--- src/rtl/cpu_ctrl_if.sv ---
// Bus bundle between the accumulator-machine controller and its instruction/data memories.
// master is the controller side, slave is the memory/environment side.
interface cpu_ctrl_if;
  logic       iRun;
  logic [7:0] iInst;
  logic       iMemAck;
  logic [3:0] oPC;
  logic [2:0] oAluOp;
  logic       oAccWe;
  logic       oMemReq;
  logic       oMemWr;
  logic [3:0] oMemAddr;
  logic       oHalt;
  logic       oIllegal;
  logic       oFault;

  modport master (
    input  iRun, iInst, iMemAck,
    output oPC, oAluOp, oAccWe, oMemReq, oMemWr, oMemAddr, oHalt, oIllegal, oFault
  );

  modport slave (
    output iRun, iInst, iMemAck,
    input  oPC, oAluOp, oAccWe, oMemReq, oMemWr, oMemAddr, oHalt, oIllegal, oFault
  );
endinterface

--- src/rtl/cpu_ctrl.sv ---
// Multi-cycle controller for a 4-bit-PC accumulator machine: fetch/decode/execute with a
// bounded-wait data-memory phase, sticky illegal-opcode and memory-timeout flags.
module cpu_ctrl #(
  parameter int unsigned MEM_TIMEOUT = 15
) (
  input logic        iClk,
  input logic        iRst,
  cpu_ctrl_if.master bus
);

  typedef enum logic [2:0] {
    StIdle,
    StFetch,
    StDecode,
    StExec,
    StMem,
    StHalt
  } state_e;

  localparam logic [2:0] OpClr  = 3'b000;
  localparam logic [2:0] OpCom  = 3'b001;
  localparam logic [2:0] OpShr  = 3'b010;
  localparam logic [2:0] OpCsl  = 3'b011;
  localparam logic [2:0] OpAdd  = 3'b100;
  localparam logic [2:0] OpLoad = 3'b101;

  // Last wait count that may still see an ack; beyond it the access faults.
  localparam logic [7:0] LastWait = 8'(MEM_TIMEOUT - 1);

  state_e     state_q, state_d;
  logic [3:0] pc_q, pc_d;
  logic [7:0] ir_q, ir_d;
  logic [2:0] op_q, op_d;
  logic       store_q, store_d;
  logic [3:0] addr_q, addr_d;
  logic [7:0] wait_q, wait_d;
  logic       illegal_q, illegal_d;
  logic       fault_q, fault_d;
  logic       acc_we;

  always_ff @(posedge iClk) begin
    if (iRst) begin
      state_q   <= StIdle;
      pc_q      <= '0;
      ir_q      <= '0;
      op_q      <= OpClr;
      store_q   <= 1'b0;
      addr_q    <= '0;
      wait_q    <= '0;
      illegal_q <= 1'b0;
      fault_q   <= 1'b0;
    end else begin
      state_q   <= state_d;
      pc_q      <= pc_d;
      ir_q      <= ir_d;
      op_q      <= op_d;
      store_q   <= store_d;
      addr_q    <= addr_d;
      wait_q    <= wait_d;
      illegal_q <= illegal_d;
      fault_q   <= fault_d;
    end
  end

  always_comb begin
    state_d   = state_q;
    pc_d      = pc_q;
    ir_d      = ir_q;
    op_d      = op_q;
    store_d   = store_q;
    addr_d    = addr_q;
    wait_d    = wait_q;
    illegal_d = illegal_q;
    fault_d   = fault_q;
    unique case (state_q)
      StIdle: begin
        if (bus.iRun) state_d = StFetch;
      end
      StFetch: begin
        ir_d    = bus.iInst;
        state_d = StDecode;
      end
      StDecode: begin
        wait_d  = '0;
        store_d = 1'b0;
        unique casez (ir_q)
          8'h00: begin op_d = OpClr; state_d = StExec; end
          8'h10: begin op_d = OpCom; state_d = StExec; end
          8'h20: begin op_d = OpShr; state_d = StExec; end
          8'h30: begin op_d = OpCsl; state_d = StExec; end
          8'h41: begin op_d = OpAdd; state_d = StMem; end
          8'h42: begin op_d = OpClr; store_d = 1'b1; state_d = StMem; end
          8'b0110_????: begin
            op_d    = OpLoad;
            addr_d  = ir_q[3:0];
            state_d = StMem;
          end
          8'b1111_????: state_d = StHalt;
          default: begin
            illegal_d = 1'b1;
            state_d   = StHalt;
          end
        endcase
      end
      StExec: begin
        pc_d    = pc_q + 4'd1;
        state_d = StFetch;
      end
      StMem: begin
        if (bus.iMemAck) begin
          pc_d    = pc_q + 4'd1;
          state_d = StFetch;
        end else if (wait_q == LastWait) begin
          fault_d = 1'b1;
          state_d = StHalt;
        end else begin
          wait_d = wait_q + 8'd1;
        end
      end
      StHalt: ;
      default: state_d = StIdle;
    endcase
  end

  // Reset gates the ack-qualified write so an abandoned access never touches the accumulator.
  always_comb begin
    acc_we = (state_q == StExec) ||
             ((state_q == StMem) && bus.iMemAck && !store_q && !iRst);
    bus.oAccWe   = acc_we;
    bus.oAluOp   = acc_we ? op_q : OpClr;
    bus.oMemReq  = (state_q == StMem);
    bus.oMemWr   = (state_q == StMem) && store_q;
    bus.oPC      = pc_q;
    bus.oMemAddr = addr_q;
    bus.oHalt    = (state_q == StHalt);
    bus.oIllegal = illegal_q;
    bus.oFault   = fault_q;
  end

endmodule

--- src/flat_wrapper.sv ---
// flat-port wrapper written by rule: the top's interface ports become plain ports
module cpu_ctrl_flat 
#(
  parameter int unsigned MEM_TIMEOUT = 15
)
  (iClk, iRst, bus_iRun, bus_iInst, bus_iMemAck, bus_oPC, bus_oAluOp, bus_oAccWe, bus_oMemReq, bus_oMemWr, bus_oMemAddr, bus_oHalt, bus_oIllegal, bus_oFault);
  cpu_ctrl_if bus_i ();
  input logic iClk;
  input logic iRst;
  input wire logic [$bits(bus_i.iRun)-1:0] bus_iRun;
  input wire logic [$bits(bus_i.iInst)-1:0] bus_iInst;
  input wire logic [$bits(bus_i.iMemAck)-1:0] bus_iMemAck;
  output wire logic [$bits(bus_i.oPC)-1:0] bus_oPC;
  output wire logic [$bits(bus_i.oAluOp)-1:0] bus_oAluOp;
  output wire logic [$bits(bus_i.oAccWe)-1:0] bus_oAccWe;
  output wire logic [$bits(bus_i.oMemReq)-1:0] bus_oMemReq;
  output wire logic [$bits(bus_i.oMemWr)-1:0] bus_oMemWr;
  output wire logic [$bits(bus_i.oMemAddr)-1:0] bus_oMemAddr;
  output wire logic [$bits(bus_i.oHalt)-1:0] bus_oHalt;
  output wire logic [$bits(bus_i.oIllegal)-1:0] bus_oIllegal;
  output wire logic [$bits(bus_i.oFault)-1:0] bus_oFault;
  assign bus_i.iRun = bus_iRun;
  assign bus_i.iInst = bus_iInst;
  assign bus_i.iMemAck = bus_iMemAck;
  assign bus_oPC = bus_i.oPC;
  assign bus_oAluOp = bus_i.oAluOp;
  assign bus_oAccWe = bus_i.oAccWe;
  assign bus_oMemReq = bus_i.oMemReq;
  assign bus_oMemWr = bus_i.oMemWr;
  assign bus_oMemAddr = bus_i.oMemAddr;
  assign bus_oHalt = bus_i.oHalt;
  assign bus_oIllegal = bus_i.oIllegal;
  assign bus_oFault = bus_i.oFault;
  cpu_ctrl #(.MEM_TIMEOUT(MEM_TIMEOUT)) u_core (.iClk(iClk), .iRst(iRst), .bus(bus_i));
endmodule
--- config.mk ---
export PLATFORM = sky130hd
export DESIGN_NAME = cpu_ctrl_flat
export DESIGN_NICKNAME = d
export VERILOG_FILES = /design/src/rtl/cpu_ctrl_if.sv /design/src/rtl/cpu_ctrl.sv /design/src/flat_wrapper.sv
export SDC_FILE = /design/constraint.sdc
export NUM_CORES = 1
export LEC_CHECK = 0
export CAP_MARGIN = 20
export CORE_ASPECT_RATIO = 1.1
export CORE_MARGIN = 2
export CORE_UTILIZATION = 30
export DETAILED_ROUTE_END_ITERATION = 16
export MAX_ROUTING_LAYER = met4
export PLACE_DENSITY_LB_ADDON = 0.1
export SETUP_SLACK_MARGIN = 0.4
export SLEW_MARGIN = 20
export SYNTH_ARGS = -nofsm -noshare
export SYNTH_HDL_FRONTEND = slang
export SYNTH_SLANG_ARGS = --single-unit
export TNS_END_PERCENT = 100
--- constraint.sdc ---
create_clock -name iClk -period 3.2 [get_ports iClk]
set_input_delay 0.48 -clock iClk [delete_from_list [all_inputs] [get_ports iClk]]
set_output_delay 0.48 -clock iClk [all_outputs]
set_load 0.01 [all_outputs]
# Word-level counts from Yosys, hierarchy flattened
# Cells that the tools add are included.
# op_classes
mul,0
muxes,13
bitwise_logic,3
shifts,0
n_addsub,2
div,0
magnitude_cmp,0
eq_ne,18
n_reduce_logical,23
# ops
op,count
one-hot mux 3 bit (6 select lines),2
== test 8 x 6 -> 1 bit (second input constant),2
== test 8 x 7 -> 1 bit (second input constant),2
two-way mux 8 bit,2
one-hot mux 8 bit (2 select lines),1
two-way mux 3 bit,4
AND reduction 3 bit,3
adder 8 x 1 -> 8 bit (second input constant),1
== test 8 x 4 -> 1 bit (second input constant),1
== test 8 x 5 -> 1 bit (second input constant),1
logical NOT 8 bit,1
!= test 2 bit (second input constant),4
one-hot mux 4 bit (2 select lines),1
AND reduction 2 bit,4
OR reduction 8 bit,1
== test 3 x 2 -> 1 bit (second input constant),2
== test 3 bit (second input constant),2
one-hot mux 3 bit (2 select lines),1
nonzero test 6 bit,1
adder 4 x 1 -> 4 bit (second input constant),1
== test 4 x 3 -> 1 bit (second input constant),1
== test 4 bit (second input constant),1
logical AND 1 bit,4
two-way mux 4 bit,1
other kinds (11),15
# totals
elab_cells,68
ramBits,0
regBits,33
rom_bits,0
input_bits,12
latchBits,0
n_memories,0
output_inout_bits,17

# Logic depth before layout (Yosys ltp)
# logic_depth
depth_word,6
depth_mapped,6
depth_no_buf,6

# Least setup slack after synthesis
# No wires, ideal clock.
# synth_path
path_type,input -> register
from,in bus_iMemAck
to,reg u_core.wait_q[1]
required_time_ns,3.135
setup_slack_ns,1.548
setup_time_ns,0.065
arrival_ns,1.587
n_path_buf,0
path_stages,4
cell_sequence,or4b_4 -> a21oi_2 -> mux2_2 -> nor2_1
# synth_via
elab_chain_len,2
# synth_rtl
item,line_no,rtl
start: declaration,flat_wrapper.sv:12,input wire logic [$bits(bus_i.iMemAck)-1:0] bus_iMemAck;
!= test 2 bit (no source line),-,
AND reduction 3 bit (no source line),-,
end signal: assignment,cpu_ctrl.sv:59,wait_q <= wait_d;
end: declaration,cpu_ctrl.sv:36,"logic [7:0] wait_q, wait_d;"
# No other way between the ends.
# A chain may end at the register's enable or synchronous reset.

# Worst setup path after layout
# layout_path
from,in bus_iMemAck
to,out bus_oAluOp[2]
# layout_via
elab_chain_len,5
# layout_rtl
item,line_no,rtl
logical AND 1 bit (3 in series),cpu_ctrl.sv:128,((state_q == StMem) && bus.iMemAck && !store_q && !iRst);
logical OR 1 bit,cpu_ctrl.sv:127,acc_we = (state_q == StExec) ||
two-way mux 3 bit,cpu_ctrl.sv:130,bus.oAluOp = acc_we ? op_q : OpClr;
end: declaration,flat_wrapper.sv:14,output wire logic [$bits(bus_i.oAluOp)-1:0] bus_oAluOp;
# No other way between the ends.

==> impl_metrics.csv <==
group,metric,value,unit
floorplan,die-height,80.5,um
sta,final_hold_viol_count,0,
worst_setup_path,path_cells,"clkdlybuf4s50_1 -> nor4b_1 -> a21oi_1 -> nor2b_1 -> clkdlybuf4s50_1",
finish,layout_commonest_cell,"sky130_fd_sc_hd__dfxtp_1",
grt,via_count_of_the_first_global_routing_pass,1338,
sta,final.period_utilization,81.9,%
grt,grt_start_max_net_pins,30,
clock_network,post_cts.repair.setup_buffers,0,
yosys,synthesis.area_per_instance,9.16,um2
clock_network,clock_insertion_delay_at_the_later_pin_of_the_skew_report,0.28,ns
sta,finalWorstSetupSlack,0.578,ns
routing,avgRoutedWirePerCell,13.7,um
worst_setup_path,worst_path_largest_cell_delay,0.55,ns
floorplan,ioPinCount,29,
yosys,post_synth_inst_count,174,
routing,drt-vias-per-instance,5.14,
yosys,synth-warning-count,0,
clock_network,h-tree-depth,2,
power,power.density_cell_area,454,nW/um2
routing,ant_nets,0,
run,maxCapViolCount,0,
yosys,synth.net_count,189,
sta,final_number_of_setup_violating_endpoints,0,
routing,route.vias.total,1342,
worst_setup_path,worst_path_most_repeated_cell,"sky130_fd_sc_hd__clkdlybuf4s50_1",
sta,finalSetupTns,0,ns
worst_setup_path,r2r_cells,4,
floorplan,rows,27,
sta,max_slew_margin,57.0,%
yosys,synth.area.top_cells,"sky130_fd_sc_hd__dfxtp_1, sky130_fd_sc_hd__mux2i_1, sky130_fd_sc_hd__nor2_1, sky130_fd_sc_hd__xor2_1, sky130_fd_sc_hd__a31oi_1",
worst_setup_path,critical_path.top_delay_family,"buffers and inverters",
grt,overflow,0,
grt,grt.total_usage,13.9,%
finish,post_route_cells_drive_above_1_share,7.39,%
routing,finalWirelength,3.58,mm
clock_network,cts_tree,"built",
routing,drc,0,
clock_network,cts_hold_repair.buffers,0,
floorplan,initial_utilization,31.5,%
power,leakagePower,0.745,nW
yosys,post_synth_instance_area,1590,um2
yosys,ys.flop_type,"sky130_fd_sc_hd__dfxtp_1",
floorplan,coreArea,5070,um2
clock_network,post_cts_resized,0,
worst_setup_path,critical_path_required,2.72,ns
routing,drt_iter0_markers,90,
placed_design,hpwlAfterDp,2.68,mm
clock_network,worst_setup_hold_path_clk_slew,0.06,ns
sta,tightestPinTransition,0.637,ns
finish,layout.cells.most_common_list,"sky130_fd_sc_hd__dfxtp_1, sky130_fd_sc_hd__nor2_1, sky130_fd_sc_hd__clkdlybuf4s50_1",
worst_setup_path,criticalPathCategory,"primary input to primary output",
worst_setup_path,cp_arrival,2.14,ns
worst_setup_path,critical_path_buf_inv_count,2,
floorplan,design.die.area,5910,um2
yosys,yosys_register_bits,33,
worst_setup_path,critPathMaxFanout,4,
power,ir_worst_vdd,167,uV
sta,final_critical_delay_including_setup_and_external_delays,2.62,ns
power,report.power.total,0.910,mW
finish,n_antenna_cell,0,
placed_design,pre_cts_ws,0.565,ns
worst_setup_path,timing.rr.start,"u_core.state_q[2]",
grt,first_pass_grt_wire_length,6.09,mm
clock_network,cts_buffers,5,
worst_setup_path,critPathSlowestCell,"sky130_fd_sc_hd__clkdlybuf4s50_1",
clock_network,clockRootBuffer,"sky130_fd_sc_hd__clkbuf_8",
finish,total_area_of_multi_input_combinational_cells,881,um2
sta,rsz0062_at_grt,"no",
min_path,timing.hold.worst_path_depth,2,
finish,num-nets-final,217,
yosys,yosys.area.top_type_share,41.4,%
sta,fmax,381,MHz
worst_setup_path,worst_setup_path_end_kind,"primary output",
yosys,synth_enable_flop_cells,0,
worst_setup_path,timing.critical_path.from_type,"primary input",
finish,storage_cell_area,661,um2
min_path,hp-start,"u_core.bus.oIllegal",
floorplan,floorplan.die.width,73.5,um
sta,timing.clock.skew,0.00606,ns
finish,num-fill-cells,518,
routing,drt_pre_antenna_iters,4,
clock_network,clock_tree.buffer_depth,2,
grt,grt_antenna_before_repair,0,
placed_design,io_buffers,28,
yosys,async_flop_share,0,%
worst_setup_path,r2r-end,"u_core.wait_q[1]",
yosys,synth_sequential_area_ratio,41.4,%
placed_design,place.gp.congestion,0.764,
clock_network,clkSinkCount,33,
worst_setup_path,timing.reg2reg.setup_slack,1.42,ns
yosys,synth.distinct_cells,41,
finish,area_delta_synth_final,25.7,%
yosys,post-synth-top-area-cell,"sky130_fd_sc_hd__dfxtp_1",
run_status,outcome,"finished, final reports clean",
min_path,hold_path_class,"register to register",
min_path,holdPathEnd,"u_core.bus.oIllegal",
sta,timing.final.max_slew_violations,0,
worst register-to-register path: stages (launching register included):
cell	delay [ns]
sky130_fd_sc_hd__dfxtp_1	0.51
sky130_fd_sc_hd__or4b_4	0.57
sky130_fd_sc_hd__a21oi_2	0.21
sky130_fd_sc_hd__mux2_2	0.36
sky130_fd_sc_hd__nor2_1	0.08
area by class of cell:
class	instances	share of cell area, %
repair buffers	30	14.7
well taps	58	3.62
clock buffers	8	4.00
inverters	4	0.749
multi-input cells	128	43.9
flip-flops and latches	33	33.0
report_power, final:
part | switching (mW) | internal [mW] | total (mW)
sequential | 0.0304 | 0.431 | 0.461
combinational | 0.0771 | 0.0708 | 0.148
clock | 0.147 | 0.154 | 0.301
stage by stage:
| stage | utilization (%) | area (um2) | hold slack [ns] | cells |
|---|---|---|---|---|
| 2_1_floorplan | - | 1590 | 0.441 | 174 |
| 3_3_place_gp | 38.0 | 1920 | 0.455 | 253 |
| 3_5_place_dp | 38.0 | 1920 | 0.467 | 253 |
| 4_1_cts | 39.6 | 2000 | 0.484 | 261 |
| 5_1_grt | 39.6 | 2000 | 0.517 | 261 |
| 6_report | 39.6 | 2000 | 0.479 | 261 |
cells in the mapped netlist, drive strengths merged, types with 2 or more instances:
cell type,number
o21ai,4
buf,4
ha,3
nor2,30
nand4,5
nor3b,5
nand2b,2
xor2,6
and3,4
o211ai,2
nand3,5
a31oi,6
dfxtp,33
nor2b,4
inv,4
a211oi,3
nand2,8
mux2i,14
xnor2,3
clkbuf,5
a21oi,6
nor4b,3
nor4,2
routing by layer:
layer / global-route usage (%) / vias to the layer above / wire [um]
li1: - / 669 / -
met1: 15.0 / 634 / 1530
met2: 23.9 / 33 / 1840
met3: 3.39 / 6 / 146
met4: 6.00 / 0 / 70
met5: - / - / 0
flip-flops by register name, indices dropped and copies added (netlist names):
signal	cells
u_core.store_q	1
u_core.state_q	3
u_core.bus.oIllegal	1
u_core.wait_q	8
u_core.ir_q	8
u_core.bus.oMemAddr	4
u_core.bus.oFault	1
u_core.op_q	3
u_core.bus.oPC	4
kinds of logic after synthesis:
group                      synth area share, %
DFF                                       41.4
adders and majority gates                 2.36
and+or+nand+nor                           26.1
AOI/OAI and AO/OA                         12.3
buffers and inverters                     3.30
xor gates and xnor gates                  4.95
muxes                                     9.50
how the worst max path moves through the flow:
stage / startpoint / to / slack, ns / depth (start not counted)
floorplan: bus_iMemAck / u_core.wait_q[1] / 1.55 / 4
global placement: bus_iMemAck / bus_oAluOp[0] / 0.57 / 5
detailed placement: bus_iMemAck / bus_oAluOp[2] / 0.56 / 5
CTS: bus_iMemAck / bus_oAluOp[2] / 0.56 / 5
global route: bus_iMemAck / bus_oAluOp[2] / 0.45 / 5
finish: bus_iMemAck / bus_oAluOp[2] / 0.58 / 5
(Power assumes the default switching activity.)
